<file path="src/rtl/c7bifu_fetch_ctl_if.sv">
// BIU read-port and fetch-queue signals of the IFU fetch controller.
// master = fetch controller, slave = BIU/decode side.
interface c7bifu_fetch_ctl_if #(
    parameter int FQ_CW = 3
);
    logic             ifu_biu_rd_req;
    logic [31:0]      ifu_biu_rd_addr;
    logic             ifu_biu_cancel;
    logic             biu_ifu_rd_ack;
    logic             biu_ifu_data_valid;
    logic [31:0]      biu_ifu_data;
    logic             fq_vld;
    logic [31:0]      fq_pc;
    logic [31:0]      fq_inst;
    logic             fq_rdy;
    logic [FQ_CW-1:0] fq_count;

    modport master (
        output ifu_biu_rd_req, ifu_biu_rd_addr, ifu_biu_cancel,
        input  biu_ifu_rd_ack, biu_ifu_data_valid, biu_ifu_data,
        output fq_vld, fq_pc, fq_inst, fq_count,
        input  fq_rdy
    );

    modport slave (
        input  ifu_biu_rd_req, ifu_biu_rd_addr, ifu_biu_cancel,
        output biu_ifu_rd_ack, biu_ifu_data_valid, biu_ifu_data,
        input  fq_vld, fq_pc, fq_inst, fq_count,
        output fq_rdy
    );
endinterface

</file>
<file path="src/rtl/c7bifu_fetch_ctl.sv">
// IFU fetch controller: sequential word fetch, BIU handshake,
// PC/instruction fetch queue and redirect flush/cancel.
module c7bifu_fetch_ctl #(
    parameter logic [31:0] RESET_PC = 32'h1c000000,
    parameter int          FQ_DEPTH = 4,
    parameter int          FQ_CW    = $clog2(FQ_DEPTH) + 1
) (
    input  logic              clk,
    input  logic              reset,
    input  logic              fetch_en,
    input  logic              redirect_vld,
    input  logic [31:0]       redirect_pc,
    c7bifu_fetch_ctl_if.master bus
);
    localparam int AW = $clog2(FQ_DEPTH);

    typedef enum logic [1:0] {IDLE, REQ, WAIT, DROP} state_t;

    state_t           state;
    logic [31:0]      fetch_pc;
    logic [31:0]      req_pc;
    logic             req;
    logic             cancel;
    logic [31:0]      pc_mem   [FQ_DEPTH];
    logic [31:0]      inst_mem [FQ_DEPTH];
    logic [AW-1:0]    wptr;
    logic [AW-1:0]    rptr;
    logic [FQ_CW-1:0] count;

    logic             dv;
    logic             push;
    logic             pop;
    logic [FQ_CW-1:0] cnt_nxt;
    logic             credit;
    logic [31:0]      redir_al;

    // Queue movement this cycle and the resulting fetch credit.
    always_comb begin
        dv       = bus.biu_ifu_data_valid;
        push     = (state == WAIT) & dv & ~redirect_vld;
        pop      = (count != '0) & bus.fq_rdy;
        cnt_nxt  = count + FQ_CW'(push) - FQ_CW'(pop);
        credit   = cnt_nxt < FQ_CW'(FQ_DEPTH);
        redir_al = redirect_pc & ~32'h3;
    end

    // Fetch FSM; redirect overrides every state.
    always_ff @(posedge clk or posedge reset) begin
        if (reset) begin
            state    <= IDLE;
            fetch_pc <= RESET_PC;
            req_pc   <= RESET_PC;
            req      <= 1'b0;
            cancel   <= 1'b0;
        end else begin
            cancel <= 1'b0;
            if (redirect_vld) begin
                fetch_pc <= redir_al;
                req      <= 1'b0;
                unique case (state)
                    REQ: begin
                        if (bus.biu_ifu_rd_ack) begin
                            cancel <= 1'b1;
                            state  <= DROP;
                        end else begin
                            state <= IDLE;
                        end
                    end
                    WAIT: begin
                        if (dv) begin
                            state <= IDLE;
                        end else begin
                            cancel <= 1'b1;
                            state  <= DROP;
                        end
                    end
                    DROP: begin
                        if (dv) state <= IDLE;
                    end
                    default: state <= IDLE;
                endcase
            end else begin
                unique case (state)
                    IDLE: begin
                        if (fetch_en && credit) begin
                            state <= REQ;
                            req   <= 1'b1;
                        end
                    end
                    REQ: begin
                        if (bus.biu_ifu_rd_ack) begin
                            req_pc   <= fetch_pc;
                            fetch_pc <= fetch_pc + 32'd4;
                            req      <= 1'b0;
                            state    <= WAIT;
                        end
                    end
                    WAIT: begin
                        if (dv) begin
                            if (fetch_en && credit) begin
                                state <= REQ;
                                req   <= 1'b1;
                            end else begin
                                state <= IDLE;
                            end
                        end
                    end
                    DROP: begin
                        if (dv) state <= IDLE;
                    end
                    default: state <= IDLE;
                endcase
            end
        end
    end

    // Fetch queue: circular buffer, flushed by redirect.
    always_ff @(posedge clk or posedge reset) begin
        if (reset) begin
            wptr  <= '0;
            rptr  <= '0;
            count <= '0;
            for (int i = 0; i < FQ_DEPTH; i++) begin
                pc_mem[i]   <= '0;
                inst_mem[i] <= '0;
            end
        end else if (redirect_vld) begin
            wptr  <= '0;
            rptr  <= '0;
            count <= '0;
        end else begin
            if (push) begin
                pc_mem[wptr]   <= req_pc;
                inst_mem[wptr] <= bus.biu_ifu_data;
                wptr           <= wptr + AW'(1);
            end
            if (pop) rptr <= rptr + AW'(1);
            count <= cnt_nxt;
        end
    end

    assign bus.ifu_biu_rd_req  = req;
    assign bus.ifu_biu_rd_addr = fetch_pc;
    assign bus.ifu_biu_cancel  = cancel;
    assign bus.fq_vld          = count != '0;
    assign bus.fq_pc           = pc_mem[rptr];
    assign bus.fq_inst         = inst_mem[rptr];
    assign bus.fq_count        = count;
endmodule

</file>
<file path="src/flat_wrapper.sv">
// flat-port wrapper written by rule: the top's interface ports become plain ports
module c7bifu_fetch_ctl_flat 
#(
    parameter logic [31:0] RESET_PC = 32'h1c000000,
    parameter int          FQ_DEPTH = 4,
    parameter int          FQ_CW    = $clog2(FQ_DEPTH) + 1
)
  (clk, reset, fetch_en, redirect_vld, redirect_pc, bus_ifu_biu_rd_req, bus_ifu_biu_rd_addr, bus_ifu_biu_cancel, bus_biu_ifu_rd_ack, bus_biu_ifu_data_valid, bus_biu_ifu_data, bus_fq_vld, bus_fq_pc, bus_fq_inst, bus_fq_count, bus_fq_rdy);
  c7bifu_fetch_ctl_if #(.FQ_CW(FQ_CW)) bus_i ();
  input  logic clk;
  input  logic reset;
  input  logic fetch_en;
  input  logic redirect_vld;
  input  logic [31:0] redirect_pc;
  output wire logic [$bits(bus_i.ifu_biu_rd_req)-1:0] bus_ifu_biu_rd_req;
  output wire logic [$bits(bus_i.ifu_biu_rd_addr)-1:0] bus_ifu_biu_rd_addr;
  output wire logic [$bits(bus_i.ifu_biu_cancel)-1:0] bus_ifu_biu_cancel;
  input wire logic [$bits(bus_i.biu_ifu_rd_ack)-1:0] bus_biu_ifu_rd_ack;
  input wire logic [$bits(bus_i.biu_ifu_data_valid)-1:0] bus_biu_ifu_data_valid;
  input wire logic [$bits(bus_i.biu_ifu_data)-1:0] bus_biu_ifu_data;
  output wire logic [$bits(bus_i.fq_vld)-1:0] bus_fq_vld;
  output wire logic [$bits(bus_i.fq_pc)-1:0] bus_fq_pc;
  output wire logic [$bits(bus_i.fq_inst)-1:0] bus_fq_inst;
  output wire logic [$bits(bus_i.fq_count)-1:0] bus_fq_count;
  input wire logic [$bits(bus_i.fq_rdy)-1:0] bus_fq_rdy;
  assign bus_ifu_biu_rd_req = bus_i.ifu_biu_rd_req;
  assign bus_ifu_biu_rd_addr = bus_i.ifu_biu_rd_addr;
  assign bus_ifu_biu_cancel = bus_i.ifu_biu_cancel;
  assign bus_i.biu_ifu_rd_ack = bus_biu_ifu_rd_ack;
  assign bus_i.biu_ifu_data_valid = bus_biu_ifu_data_valid;
  assign bus_i.biu_ifu_data = bus_biu_ifu_data;
  assign bus_fq_vld = bus_i.fq_vld;
  assign bus_fq_pc = bus_i.fq_pc;
  assign bus_fq_inst = bus_i.fq_inst;
  assign bus_fq_count = bus_i.fq_count;
  assign bus_i.fq_rdy = bus_fq_rdy;
  c7bifu_fetch_ctl #(.RESET_PC(RESET_PC), .FQ_DEPTH(FQ_DEPTH), .FQ_CW(FQ_CW)) u_core (.clk(clk), .reset(reset), .fetch_en(fetch_en), .redirect_vld(redirect_vld), .redirect_pc(redirect_pc), .bus(bus_i));
endmodule
</file>
<file path="config.mk">
export PLATFORM = sky130hd
export DESIGN_NAME = c7bifu_fetch_ctl_flat
export DESIGN_NICKNAME = d
export VERILOG_FILES = /design/src/rtl/c7bifu_fetch_ctl_if.sv /design/src/rtl/c7bifu_fetch_ctl.sv /design/src/flat_wrapper.sv
export SDC_FILE = /design/constraint.sdc
export NUM_CORES = 1
export LEC_CHECK = 0
export BUFFER_PORTS_ARGS = -buffer_cell sky130_fd_sc_hd__buf_2
export CAP_MARGIN = 10
export CORE_ASPECT_RATIO = 1.25
export CORE_MARGIN = 4
export CORE_UTILIZATION = 40
export CTS_CLUSTER_SIZE = 24
export DETAILED_ROUTE_END_ITERATION = 6
export PLACE_DENSITY = 0.56
export SETUP_SLACK_MARGIN = 0.4
export SYNTH_ARGS = -nofsm -noshare
export SYNTH_HDL_FRONTEND = slang
export SYNTH_SLANG_ARGS = --single-unit
</file>
<file path="constraint.sdc">
create_clock -name clk -period 18.3 [get_ports clk]
set_clock_uncertainty 0.05 [all_clocks]
set_input_delay 1.83 -clock clk [delete_from_list [all_inputs] [get_ports clk]]
set_output_delay 1.83 -clock clk [all_outputs]
set_load 0.03 [all_outputs]
</file>
* After elaboration in Yosys (flattened, before gate mapping)
Cells that the tools add are included.
** Storage, ports and cells
- Output and inout port bits :: 102
- Input port bits :: 71
- Register bits :: 331
** Operators by class
- Add/subtract/negate cells :: 5
- Bitwise gates (word level) :: 6
- Eq/ne operators :: 6
- Mux-type cells :: 37
- Reduce and logical (&&, ||, !) cells :: 14
- Order comparisons :: 4
** Operators by type and width (count)
- $bwmux W128 :: 2
- $mux W32 :: 8
- $bmux W32 S2 :: 2
- $demux W32 S2 :: 1
- $add A32 B3 Y32 const B :: 1
- $mux W2 :: 11
- $reduce_and A3 Y1 :: 3
- $mux W1 :: 8
- $pmux W2 S4 :: 1
- $reduce_bool A2 Y1 :: 4
- $ge A3 B3 Y1 const B :: 2
- $ne A3 B3 Y1 const B :: 2
- $not A2 Y3 :: 2
- $pmux W2 S3 :: 1
- $add A2 B1 Y2 const B :: 2
- $eq A2 B2 Y1 const B :: 2
- $reduce_and A2 Y1 :: 2
- $reduce_bool A4 Y1 :: 1
- $add A3 B1 Y3 :: 1
- $and A1 B1 Y1 :: 3
- $lt A3 B1 Y1 const B :: 1
- $lt A3 B3 Y1 const B :: 1
- $mux W3 :: 1
- $ne A3 B2 Y1 const B :: 1
- other kinds (8) :: 9

* Logic depth before layout (Yosys ltp)
Gate-level depths: netlist of run 1.
- Depth after elaboration :: 11
- Gate-level depth with buffers :: 12
- Gate-level depth less buffers :: 12

* Worst setup path after synthesis of run 1
Ideal clock, no wire load.
- Path type :: input to register
- From :: input bus_fq_rdy
- To :: register u_core.state[1]
- Setup slack :: 14.557 ns
- Stages :: 11
- Required time :: 18.104 ns
- Arrival :: 3.547 ns
- Buffers on the path :: 0
- Library setup time :: 0.146 ns
- Cell sequence :: and2_1 -> ha_1 -> inv_1 -> ha_1 -> inv_1 -> fa_1 -> xnor3_1 -> nand2_1 -> a21oi_1 -> nor2b_1 -> o311ai_0
** Between the ends
- Cells in the longest elaborated chain, start to end :: 6
** Ends and longest elaborated chain
- start: declaration :: line flat_wrapper.sv:25 : input wire logic [$bits(bus_i.fq_rdy)-1:0] bus_fq_rdy;
- $and A1 B1 Y1 :: line c7bifu_fetch_ctl.sv:41 : pop = (count != '0) & bus.fq_rdy;
- $sub A3 B1 Y3 :: line c7bifu_fetch_ctl.sv:42 : cnt_nxt = count + FQ_CW'(push) - FQ_CW'(pop);
- $lt A3 B3 Y1 :: line c7bifu_fetch_ctl.sv:43 : credit = cnt_nxt < FQ_CW'(FQ_DEPTH);
- $logic_and A1 B1 Y1 :: line c7bifu_fetch_ctl.sv:85 : if (fetch_en && credit) begin
- $ne A3 B2 Y1 (no line)
- $reduce_and A3 Y1 (no line)
- end signal: assignment :: line c7bifu_fetch_ctl.sv:50 : state <= IDLE;
- end signal: assignment :: line c7bifu_fetch_ctl.sv:86 : state <= REQ;
- end signal: assignment :: line c7bifu_fetch_ctl.sv:95 : state <= WAIT;
- end: declaration :: line c7bifu_fetch_ctl.sv:19 : state_t state;
Every way passes these cells.
A chain may end at the register's enable or synchronous reset.

* Final worst setup path of run 1
- From :: register u_core.rptr[0]
- To :: output bus_fq_pc[15]
** Between the ends
- Cells in the longest elaborated chain, start to end :: 4
** Ends and longest elaborated chain
- start: declaration :: line c7bifu_fetch_ctl.sv:27 : logic [AW-1:0] rptr;
- start signal: assignment :: line c7bifu_fetch_ctl.sv:137 : if (pop) rptr <= rptr + AW'(1);
- $not A2 Y3 (not written as such) :: line c7bifu_fetch_ctl.sv:146 : assign bus.fq_pc = pc_mem[rptr];
- $bmux W32 S2 :: line c7bifu_fetch_ctl.sv:146
- $mux W32 (not written as such) (2 in series) :: line c7bifu_fetch_ctl.sv:146
- end: declaration :: line flat_wrapper.sv:22 : output wire logic [$bits(bus_i.fq_pc)-1:0] bus_fq_pc;
Every way passes these cells. The select of a mux whose other input is x is not followed.

==> results of run 1 <==
[state kept, by name, summed over array words and instances (netlist names), 2 cells and up]
signal,count
u_core.inst_mem,128
u_core.state,2
u_core.wptr,2
u_core.bus.fq_count,3
u_core.rptr,2
u_core.bus.ifu_biu_rd_addr,30
u_core.pc_mem,120
u_core.req_pc,30
[worst max-delay path by stage]
| stage | start | end | slack (ps) | cells after the start |
|---|---|---|---|---|
| 2_1_floorplan | reset | u_core.bus.fq_count[0] | 7600 | 1 |
| 3_3_place_gp | redirect_vld | u_core.state[1] | 13750 | 11 |
| 3_5_place_dp | redirect_vld | u_core.state[1] | 13700 | 11 |
| 4_1_cts | u_core.rptr[0] | bus_fq_pc[15] | 13280 | 3 |
| 5_1_grt | u_core.rptr[0] | bus_fq_pc[15] | 13170 | 3 |
| 6_report | u_core.rptr[0] | bus_fq_pc[15] | 13420 | 3 |
[cells by family after synthesis]
group / share of synthesized area (%)
DFF: 55.9
other: 0.0262
buffers and inverters: 3.16
adders and majority gates: 1.10
and+or+nand+nor: 4.46
AOI/OAI and AO/OA: 1.71
muxes: 31.6
xor gates and xnor gates: 2.06
[worst register-to-register path, delay by kind of cell (launching register included)]
| kind | cells | cell delay (ps) |
|---|---|---|
| AO/OA/AOI/OAI | 2 | 360 |
| AND/OR/NAND/NOR | 4 | 820 |
| adder cells (fa/ha/maj) | 3 | 830 |
| flip-flops | 1 | 440 |
| XOR/XNOR | 1 | 270 |
| buffers and inverters | 2 | 160 |
[metrics by stage]
step	cells	instance area [um2]	setup WS, ps	hold slack [ps]
floorplan	931	14300	7600	424
global placement	1526	15400	13750	432
detailed placement	1526	15400	13700	437
CTS	1583	16500	13280	449
global route	1583	16500	13170	456
finish	1583	16500	13420	447
[power by group through the flow]
stage               Sequential (mW)  Combinational (mW)  Clock (mW)
floorplan                     0.925               0.485           0
global placement              0.959               0.628           0
detailed placement            0.964               0.636           0
CTS                           0.951               0.637       0.702
global route                  0.970               0.671       0.729
finish                        0.947               0.623       0.675
[cell usage in the layout (no fill, tap or decap), types with 2 or more instances in the layout]
| cell | instances |
|---|---|
| mux2_2 | 275 |
| xnor2_1 | 11 |
| mux4_2 | 62 |
| and4_1 | 2 |
| buf_2 | 166 |
| xor2_1 | 20 |
| buf_4 | 9 |
| mux2_1 | 2 |
| clkinv_2 | 3 |
| nand3_1 | 15 |
| and2_1 | 2 |
| nand2_4 | 4 |
| dfstp_2 | 6 |
| and3_1 | 3 |
| inv_1 | 10 |
| clkbuf_16 | 37 |
| nor2_1 | 13 |
| ha_1 | 11 |
| or2_2 | 2 |
| clkbuf_8 | 5 |
| dfrtp_1 | 311 |
| a21oi_1 | 3 |
| nor3_1 | 4 |
| o21ai_0 | 22 |
| nand4_1 | 10 |
| dfrtp_4 | 2 |
| clkbuf_1 | 9 |
| nor2b_1 | 4 |
| o21ai_1 | 8 |
| nand2_1 | 44 |
| conb_1 | 4 |
[metal layers]
layer  track usage, %  vias to the layer above
met4             4.26                        4
met1             22.2                     4279
met2             28.1                      171
li1                 -                     3710
met5                0                        -
met3             3.51                       47
[area by class of cell]
class,instances,area (um2)
Clock inverter,6,61.3
Sequential cell,319,8000
Fill cell,3203,18800
Timing Repair Buffer,175,898
Clock buffer,51,1030
Multi-Input combinational cell,547,5890
Tap cell,474,593
Inverter,11,48.8
==> key figures, run 1 <==
Run status
  – Status: completed

Cells and area
  – Layout cells sized above 1: 53.0%
  – Final Util: 46.7%
  – Nets: 1172
  – Synthesis-to-layout area growth: 15.5%
  – # diodes: 0

Routing
  – DRT Wirelength: 31800 um
  – Post-DRT Antenna Nets: 0
  – Top Layer Used: met5
  – Via density: 5.19
  – Per-cell routed wire length: 20.1 um
  – Initial DRC Count: between 300 and 400
  – M1 WL: 13900 um
  – Vias post-DR: 8211
  – Wire length on met2: approximately 16000 um
  – Met3 wire len: 1590 um
  – DRC viols: 0
  – Drt first pass iters: 4

Critical path
  – CP required: roughly 16000 ps
  – Maximum fanout along the worst path: 40
  – Critical path cell sequence: buf_4 -> mux4_2 -> buf_2
  – Worst EP arrival: 3000 ps
  – CP delay by family, top: buffers and inverters
  – RR Endpoint: u_core.state[1]
  – R2R depth: 12
  – FF-to-FF setup slack: between 15000 and 20000 ps
  – Slowest cell on the critical path: dfrtp_4
  – Bufs and invs on worst path: 2
  – Slowest stage delay, CP: 800 ps
  – Reg2reg start: u_core.state[0]
  – Critical Path Sink Type: primary output
  – CP Launch Type: flip-flop
  – Critical path type: reg2out

GRT
  – GRT Total Usage: between 10% and 20%
  – Initial antenna violation count: 2
  – Grt total ovfl: 0
  – Largest net degree at the start of global routing: 122
  – First-pass GRT wire length: slightly above 50000 um
  – Number of global-route vias before repair: approximately 8800

Placement
  – Detailed placement HPWL: just under 20000 um
  – PortBufs: 166
  – Routability cong.: 0.740

Logic synthesis
  – Post-synth cell types: 53
  – Synth Instances: 928
  – Post-synthesis register bit count: 319
  – Yosys top cell by area: dfrtp_1
  – Synth area leaders: dfrtp_1 (55%), mux2_2 (22%), mux4_2 (9.8%), buf_6 (1.9%), xor2_1 (1.2%)
  – EDFF count, synth: 0
  – Register area share after synthesis: 55.9%
  – Commonest cells post-synth: dfrtp_1 (313), mux2_2 (275), mux4_2 (62), nand2_1 (44), buf_6 (24)
  – Synth top area share: 54.8%
  – Warnings from Yosys: 0
  – Mapped Area: 14300 um2
  – Most common cell in the netlist: dfrtp_1
  – Ys async rst share: 100%
  – Avg Inst Size Synth: 15.4 um2
  – Ys flop type: dfrtp_1

Job
  – Max Cap Viol: 0

Die
  – Starting density of the core: 40.5%
  – Row count: 77
  – # IOs: 173
  – Die Y: 219 um
  – Die area: 38900 um2
  – Die W: 177 um
  – Core area: 35400 um2

STA
  – Final worst path period share: about a quarter
  – Min Tclk post-route: 4880 ps
  – Setup TNS: 0 ps
  – Final Hold Fails: 0
  – FMAX: 0.205 GHz
  – Unrepaired setup endpoints after global routing: false
  – Setup Viol. Count Final: 0
  – Final Max Tran Viols: 0
  – Slew headroom: between 20% and 30%
  – Slew at the pin closest to its max-slew limit: 1100 ps

Pwr
  – PwrDens: between 100 and 150 nW/um2
  – Worst vdd ir: 0.0000617 V
  – P_leak: between 8 and 9 nW
  – Tot Pwr: 2.24 mW
  – Switching power share of the total: 32.6%
  – Cell Int Power: 1.51 mW
  – Clk pwr share: between 30% and 40%
  – Combinational power share: 27.8%
  – Switching power: 0.733 mW
  – Reg power frac: 42.2%

Clock tree
  – TritonCTS clock tree: built
  – CTS max path bufs: 3
  – TritonCTS Sinks: 319
  – CTS-repair resized insts: 0
  – Total CTS buffers: 35
  – Worst skew pair latency: 510 ps
  – Postcts setup bufs: 0
  – H-Tree Depth: 2
  – Clock slew at the register clock pins of the worst setup and hold paths: around 70 ps
  – CTS Hold Bufs: 0
  – Root Buffer: clkbuf_16

Hold path
  – Hold path start: u_core.pc_mem[45]
  – WHS Endpoint: u_core.pc_mem[45]
  – Hold WC Path Type: reg2reg
  – Worst Hold Depth: 1
(Power assumes the default switching activity.)
==> run 2: changes to the inputs <==
clock period = 4.5 ns   (was 18.3 ns; I/O delays follow)
==> key figures, run 2 (synthesis results as in run 1) <==
Pwr
  – Reg power frac: 41.4% (was 42.2%)
  – Switching power share of the total: 33.0% (was 32.6%)
  – Clk pwr share: 31.3% (was 30.1%)
  – P_leak: 8.11 nW (was 8.05 nW)
  – PwrDens: 560 nW/um2 (was 136 nW/um2)
  – Worst vdd ir: 0.000240 V (was 0.0000617 V)
  – Cell Int Power: 6.24 mW (was 1.51 mW)
  – Switching power: 3.08 mW (was 0.733 mW)
  – Tot Pwr: 9.32 mW (was 2.24 mW)
  – Combinational power share: 27.4% (was 27.8%)

Cells and area
  – Finished Layout Cells: 1593 (was 1583)
  – Nets: 1175 (was 1172)
  – Final instance area: 16700 um2 (was 16500 um2)
  – Synthesis-to-layout area growth: 16.5% (was 15.5%)
  – Leading cell type in the layout, fill and taps excluded: dfrtp_1 (unchanged)
  – Largest regs: u_core.inst_mem: 128 flops, u_core.pc_mem: 120 flops (unchanged)
  – Layout cells sized above 1: 53.4% (was 53.0%)
  – Fillers: 3169 (was 3203)
  – Most frequent cells in the layout: dfrtp_1 (311), mux2_2 (275), buf_2 (166) (unchanged)
  – # diodes: 0 (unchanged)
  – Largest Register: u_core.inst_mem (unchanged)
  – Max FFs per register: 128 (unchanged)

STA
  – Slew headroom: 26.1% (was 26.5%)
  – FMAX: 0.315 GHz
  – Setup Viol. Count Final: 0 (unchanged)
  – Unrepaired setup endpoints after global routing: false (unchanged)
  – Final Max Tran Viols: 0 (unchanged)
  – Slew at the pin closest to its max-slew limit: 1110 ps (was 1100 ps)
  – Min Tclk post-route: 3180 ps
  – Final Hold Fails: 0 (unchanged)
  – Final worst path period share: 70.6%

Clock tree
  – Clock slew at the register clock pins of the worst setup and hold paths: 60 ps (was 70 ps)
  – H-Tree Depth: 2 (unchanged)
  – Root Buffer: clkbuf_16 (unchanged)
  – Total CTS buffers: 37 (was 35)
  – TritonCTS clock tree: built (unchanged)
  – Postcts setup bufs: 0 (unchanged)
  – CTS Hold Bufs: 0 (unchanged)
  – CTS max path bufs: 3 (unchanged)
  – CTS-repair resized insts: 0 (unchanged)
  – Worst skew pair latency: 530 ps (was 510 ps)
  – TritonCTS Sinks: 319 (unchanged)

Critical path
  – Slowest cell on the critical path: dfrtp_1 (was dfrtp_4)
  – Slowest stage delay, CP: 440 ps (was 800 ps)
  – Critical path cell sequence: inv_1 -> ha_1 -> nand2_1 -> nor2_2 -> ha_1 -> inv_1 -> fa_1 -> xnor3_1 -> nand2_1 -> a21oi_1 -> nor2b_1 -> o311ai_0 (was buf_4 -> mux4_2 -> buf_2)
  – CP delay by family, top: simple AND/OR/NAND/NOR gates (was buffers and inverters)
  – CP required: 4830 ps (was 16420 ps)
  – Critical Path Sink Type: flip-flop (was primary output)
  – Critical path type: reg2reg (was reg2out)
  – Maximum fanout along the worst path: 6 (was 40)
  – CP Launch Type: flip-flop (unchanged)
  – Worst EP arrival: 3510 ps (was 3000 ps)
  – Bufs and invs on worst path: 2 (unchanged)

Routing
  – DRT Wirelength: 31700 um (was 31800 um)
  – Vias post-DR: 8189 (was 8211)
  – Post-DRT Antenna Nets: 0 (unchanged)
  – Via density: 5.14 (was 5.19)
  – Per-cell routed wire length: 19.9 um (was 20.1 um)
  – Initial DRC Count: 345 (was 332)
  – Drt first pass iters: 4 (unchanged)
  – DRC viols: 0 (unchanged)

Placement
  – DP Area: 15500 um2 (was 15400 um2)
  – PortBufs: 166 (unchanged)
  – Routability cong.: 0.746 (was 0.740)
  – Detailed placement HPWL: 19400 um (was 19600 um)
  – Inst Count DP: 1527 (was 1526)

GRT
  – First-pass GRT wire length: 51600 um (was 50800 um)
  – Grt total ovfl: 0 (unchanged)
  – Initial antenna violation count: 1 (was 2)
  – GRT Total Usage: 17.0% (was 16.7%)
  – Number of global-route vias before repair: 9079 (was 8788)
  – Largest net degree at the start of global routing: 113 (was 122)

Die
  – Row count: 77 (unchanged)
  – Die Y: 219 um (unchanged)
  – # IOs: 173 (unchanged)
  – Die W: 177 um (unchanged)
  – Starting density of the core: 40.5% (unchanged)
  – Die area: 38900 um2 (unchanged)
  – Core area: 35400 um2 (unchanged)

Hold path
  – Hold WC Path Type: in2async (was reg2reg)

Job
  – Max Cap Viol: 0 (unchanged)

Run status
  – Status: completed (unchanged)
==> run 2: changes by cell type in the layout (fill, tap and decap cells not counted), sizes merged <==
cell,change
buf,+1
clkinvlp,+2
bufinv,+1
clkinv,+6
==> run 2: metal layers <==
metal	vias up	global-route usage [%]	routed length, um
met5	-	0	20
met3	44	3.33	1440
li1	3725	-	-
met4	2	4.31	588
met2	157	29.1	15800
met1	4261	22.2	13800
==> run 2: area by class of cell <==
class                      instances  area [um2]  share of cell area [%]
tap                              474         593                    3.56
inverter                          11        45.0                   0.270
multi-input combinational        547        5890                    35.4
timing repair buffer             176         943                    5.66
sequential                       319        8000                    48.0
clock buffer                      51        1020                    6.11
clock inverter                    15         168                    1.01
==> run 2: worst paths after layout <==
path	from	end	slack, ps	depth (start not counted)
worst max-delay path	u_core.state[0]	u_core.state[1]	1320	12
worst min-delay path	reset	u_core.bus.ifu_biu_rd_addr[13]	30	2
worst max register to register	u_core.state[0]	u_core.state[1]	1320	12
worst min register to register	u_core.inst_mem[52]	u_core.inst_mem[52]	450	1
max in group asynchronous	reset	u_core.inst_mem[111]	3300	3
min in group clk	redirect_pc[18]	u_core.bus.ifu_biu_rd_addr[18]	70	3
==> run 2: power groups by stage <==
stage / Combinational [mW] / Sequential, mW / Clock (mW)
finish: 2.55 / 3.86 / 2.92
CTS: 2.61 / 3.87 / 3.02
global route: 2.75 / 3.96 / 3.13
detailed placement: 2.60 / 3.93 / 0
global placement: 2.57 / 3.91 / 0
floorplan: 1.97 / 3.76 / 0
==> run 2: stage by stage <==
stage | util (%) | hold WS (ps) | setup slack, ps | setup TNS (ps)
finish | 47.1 | 25.3 | 1320 | 0
global route | 47.1 | 54.0 | 1150 | 0
CTS | 47.1 | 29.0 | 1320 | 0
detailed placement | 43.8 | 437 | 1330 | 0
global placement | 43.8 | 432 | 1410 | 0
floorplan | - | 424 | -248 | -77600
==> run 2: worst reg2reg max path, delay by kind of cell, from the launching register on <==
family | cells | cell delay (ps)
AOI/OAI and AO/OA | 2 | 360
adders and majority gates | 3 | 830
xor gates and xnor gates | 1 | 320
buffers and inverters | 2 | 160
DFF | 1 | 440
and+or+nand+nor | 4 | 850
